==> src/rtl/regfile_wb_arbiter.sv <==
// Write-back arbiter for one thread's register file write port: ALU vs LSU
// arbitration with starvation guard, pending-load scoreboard and hazard flags.
module regfile_wb_arbiter #(
    parameter int NUM_GP       = 13,
    parameter int STARVE_LIMIT = 3
) (
    input  logic       clk,
    input  logic       reset,
    input  logic       alu_valid,
    output logic       alu_ready,
    input  logic [3:0] alu_addr,
    input  logic [7:0] alu_data,
    input  logic       lsu_valid,
    output logic       lsu_ready,
    input  logic [3:0] lsu_addr,
    input  logic [7:0] lsu_data,
    input  logic       issue_load_valid,
    input  logic [3:0] issue_load_addr,
    input  logic [3:0] chk_addr1,
    input  logic [3:0] chk_addr2,
    output logic       hazard,
    output logic       rf_write_enable,
    output logic [3:0] rf_write_addr,
    output logic [7:0] rf_write_data,
    output logic       ro_write_err,
    output logic       starve_active
);

    localparam int                CNT_W   = $clog2(STARVE_LIMIT + 1);
    localparam logic [CNT_W-1:0]  CNT_MAX = CNT_W'(STARVE_LIMIT);

    function automatic logic is_gp(input logic [3:0] a);
        return {1'b0, a} < 5'(NUM_GP);
    endfunction

    logic [NUM_GP-1:0] r_pending;
    logic [CNT_W-1:0]  r_wait_cnt;
    logic              r_we;
    logic [3:0]        r_waddr;
    logic [7:0]        r_wdata;
    logic              r_ro_err;

    logic [NUM_GP-1:0] w_pending_nxt;
    logic [15:0]       w_pend_full;
    logic              w_starve;
    logic              w_alu_block;
    logic              w_alu_go;
    logic              w_lsu_go;
    logic              w_accept;
    logic [3:0]        w_wb_addr;
    logic [7:0]        w_wb_data;

    // Zero-extended to the full address space so read-only addresses look never-pending.
    assign w_pend_full = 16'(r_pending);

    assign w_starve    = (r_wait_cnt == CNT_MAX);
    assign w_alu_block = w_starve || (is_gp(alu_addr) && w_pend_full[alu_addr]);
    assign w_alu_go    = alu_valid && !w_alu_block;
    assign w_lsu_go    = lsu_valid && !w_alu_go;
    assign w_accept    = w_alu_go || w_lsu_go;
    assign w_wb_addr   = w_alu_go ? alu_addr : lsu_addr;
    assign w_wb_data   = w_alu_go ? alu_data : lsu_data;

    assign alu_ready = !w_alu_block;
    assign lsu_ready = !w_alu_go;
    assign hazard    = (is_gp(chk_addr1) && w_pend_full[chk_addr1]) ||
                       (is_gp(chk_addr2) && w_pend_full[chk_addr2]);

    assign rf_write_enable = r_we;
    assign rf_write_addr   = r_waddr;
    assign rf_write_data   = r_wdata;
    assign ro_write_err    = r_ro_err;
    assign starve_active   = w_starve;

    // Set is applied after clear so a newly issued load keeps the register pending.
    always_comb begin
        w_pending_nxt = r_pending;
        for (int unsigned i = 0; i < NUM_GP; i++) begin
            if (w_lsu_go && lsu_addr == 4'(i))
                w_pending_nxt[i] = 1'b0;
            if (issue_load_valid && issue_load_addr == 4'(i))
                w_pending_nxt[i] = 1'b1;
        end
    end

    always_ff @(posedge clk or negedge reset) begin
        if (!reset) begin
            r_pending  <= '0;
            r_wait_cnt <= '0;
            r_we       <= 1'b0;
            r_waddr    <= '0;
            r_wdata    <= '0;
            r_ro_err   <= 1'b0;
        end else begin
            r_pending <= w_pending_nxt;

            if (w_lsu_go || !lsu_valid)
                r_wait_cnt <= '0;
            else if (r_wait_cnt != CNT_MAX)
                r_wait_cnt <= r_wait_cnt + 1'b1;

            r_we     <= w_accept && is_gp(w_wb_addr);
            r_ro_err <= w_accept && !is_gp(w_wb_addr);
            if (w_accept) begin
                r_waddr <= w_wb_addr;
                r_wdata <= w_wb_data;
            end
        end
    end

endmodule

==> config.mk <==
export PLATFORM = sky130hd
export DESIGN_NAME = regfile_wb_arbiter
export DESIGN_NICKNAME = d
export VERILOG_FILES = /design/src/rtl/regfile_wb_arbiter.sv
export SDC_FILE = /design/constraint.sdc
export NUM_CORES = 1
export LEC_CHECK = 0
export BUFFER_PORTS_ARGS = -buffer_cell sky130_fd_sc_hd__buf_2
export CAP_MARGIN = 5
export CORE_MARGIN = 4
export CORE_UTILIZATION = 55
export DETAILED_ROUTE_END_ITERATION = 8
export HOLD_SLACK_MARGIN = 0.03
export PLACE_DENSITY_LB_ADDON = 0.08
export SLEW_MARGIN = 20
export SYNTH_ARGS = -nofsm -noshare
export SYNTH_HDL_FRONTEND = slang
export SYNTH_SLANG_ARGS = --single-unit
==> constraint.sdc <==
create_clock -name clk -period 5.85 [get_ports clk]
set_input_delay 1.755 -clock clk [delete_from_list [all_inputs] [get_ports clk]]
set_output_delay 1.755 -clock clk [all_outputs]
set_load 0.02 [all_outputs]
==> run_results.csv <==
group,metric,value,unit
cts,clock_latency,0.32,ns
sta,hold_viol_final,0,
cts,cts_made_buffers,5,
synthesis,synth_commonest_cells,"dfrtp_1, nor2_1, mux2_4, mux2_2",
cts,cts.reportedPaths.clkPinSlew,0.10,ns
grt,grt_remaining_overflow,0,
cts,cts_tree,"yes",
sta,report.final.slew_viol_count,0,
cells_and_area,syn_to_final_growth,17.5,%
sta,post-route-period-util,86.6,%
setup_path,worstPathArrival,3.31,ns
sta,fin_tns_setup,0,ns
cts,cts_hold_buffers,0,
sta,fin_worst_hold_slack,0.442,ns
setup_path,r2r_start,"r_pending[5]$_DFFE_PN0P_",
setup_path,cp_max_fo,8,
cts,root_buffer,"clkbuf_4",
cells_and_area,drive_gt1_share,41.3,%
die,start_util,57.3,%
cts,htreeDepth,2,
hold_path,worstHoldPathType,"reg -> reg",
detailed_routing,dr.pass1.iters,5,
sta,min_period,5.07,ns
setup_path,r2r-end,"rf_write_addr[3]$_DFFE_PN0P_",
sta,finalSetupViolCount,0,
pwr,power_density,259,nW/um^2
synthesis,ys_types,41,
pwr,leakagePower,1.06,nW
setup_path,cp.required,4.09,ns
synthesis,synth_edf_count,0,
cts,clk_path_buf_depth,2,
setup_path,ff2ff_setup_slack,3.51,ns
synthesis,synth-seq-cells,29,
detailed_routing,vias,1685,
grt,grt_max_degree,30,
setup_path,endpoint_kind,"output pin",
detailed_routing,wirelength,4.73,mm
placed_design,port_buffers,58,
placed_design,gp_congestion,0.882,
synthesis,yosys_warnings,0,
detailed_routing,wl_per_cell,16.8,microns
synthesis,mappedNetlistArea,1910,sq um
synthesis,synth.most_common_cell,"dfrtp_1",
pwr,peakVddDrop,186,uV
synthesis,async_flop_share,100,%
sta,worst_pin_slew,0.638,ns
die,ios,59,
sta,finalClockSkew,0.00708,ns
cells_and_area,diodes,0,
synthesis,synthTopCellsByArea,"dfrtp_1, mux2_4, mux2_2, mux4_2, mux2i_1",
synthesis,postSynthAreaPerCell,10.5,sq um
detailed_routing,vias_per_cell,6.00,
detailed_routing,drt-initial-drc-count,96,
synthesis,synth_nets,224,
cells_and_area,finalNetCount,276,
status,status,"completed",
cts,cts.sinks,29,
grt,antenna_found_initial,0,
setup_path,path_class,"in -> out",
cts,cts_resized,0,
grt,grt_pass1_wl,7.82,mm
detailed_routing,route.antenna.remaining_nets,0,
die,die_h,67.0,microns
sta,fmax,197,MHz
hold_path,min_path_cells,1,
run,cap_violations,0,
setup_path,reg2reg_depth,5,
synthesis,synth.top_cell.area_share,38.0,%
die,placementRows,21,
grt,grt_pass1_vias,1664,
detailed_routing,drc,0,
sta,maxSlewHeadroom,57.5,%
cts,post-cts-setup-buffers,0,
synthesis,syn-instance-count,182,
synthesis,ys_seq_area_share,38.0,%
placed_design,dpl.hpwl,3.64,mm
synthesis,synth-main-ff-cell,"dfrtp_1",
die,coreArea,3340,sq um
die,die_w,67.0,microns
hold_path,holdPathEnd,"r_wait_cnt[0]$_DFFE_PN0P_",
grt,grt_util_all_layers,23.3,%
synthesis,yosysTopAreaCell,"dfrtp_1",
hold_path,min_from,"r_wait_cnt[0]$_DFFE_PN0P_",
sta,rsz0062_at_grt,"no",
die,die-area,4480,sq um
setup_path,start_kind,"primary input",
==> cells in the final DEF (no fill, tap or decap), drive strengths merged, types with 5 or more instances in the layout <==
cell type  netlist  final
buf              5     59
inv             10     10
mux4             5      5
dfrtp           29     29
nor3             9      9
mux2            23     23
nand3b           5      5
a21oi            5      5
mux2i           10     10
nor2b            5      5
nor2            14     14
clkbuf           9      5
nand2            6      6
o21ai            7      7
==> power breakdown <==
part	switching, mW	total (mW)	internal [mW]	leakage, nW
sequential	0.0356	0.271	0.235	0.338
combinational	0.0976	0.194	0.0961	0.694
clock	0.0714	0.117	0.0452	0.0310
==> state kept, by name (all words and copies together), names as in the netlist <==
signal	flops
rf_write_data	8
rf_write_addr	4
r_pending	13
r_wait_cnt	2
ro_write_err	1
rf_write_enable	1
==> how the worst max path moves through the flow <==
stage	from	slack, ns	depth (start not counted)	end
after floorplan	alu_addr[2]	0.85	5	lsu_ready
after global placement	alu_addr[0]	0.88	5	lsu_ready
after detailed placement	alu_addr[0]	0.80	5	lsu_ready
after CTS	alu_addr[0]	0.80	5	lsu_ready
after global routing	alu_addr[0]	0.75	5	lsu_ready
final	alu_addr[0]	0.78	5	lsu_ready
==> routing by layer <==
metal / up-vias / wire, microns / global-route usage, %
met1: 817 / 1980 / 30.0
met5: - / 0 / 0
met3: 8 / 293 / 5.40
met4: 0 / 48 / 5.82
met2: 78 / 2420 / 39.2
li1: 782 / - / -
==> area by class of cell <==
| type | count | area (sq um) |
|---|---|---|
| Clock buffer | 5 | 37.5 |
| Clock inverter | 3 | 17.5 |
| Fill cell | 275 | 1090 |
| Inverter | 10 | 37.5 |
| Multi-Input combinational cell | 129 | 1070 |
| Sequential cell | 29 | 726 |
| Tap cell | 46 | 57.6 |
| Timing Repair Buffer | 59 | 298 |
==> kinds of logic (layout without fill, tap and decap cells) <==
logic type	Yosys count	after routing	synth area share (%)
buffers and inverters	24	77	5.96
DFF	29	29	38.0
AOI/OAI and AO/OA	34	34	12.5
and+or+nand+nor	56	56	15.9
adders and majority gates	1	1	0.654
muxes	38	38	27.0
==> through the flow <==
step	total power, mW	std cells	instance area, sq um	util [%]	setup slack, ns
2_1_floorplan	0.403	182	1910	-	0.848
3_3_place_gp	0.460	273	2190	65.7	0.879
3_5_place_dp	0.469	273	2190	65.7	0.800
4_1_cts	0.585	281	2250	67.3	0.799
5_1_grt	0.616	281	2250	67.3	0.754
6_report	0.581	281	2250	67.3	0.784
==> worst max-delay path, cell delays in order <==
cell      delay, ns
buf_2          0.19
mux4_2         0.53
o21a_1         0.20
a2111o_1       0.45
buf_2          0.18
Note: power is estimated with default switching activity, not from simulation.
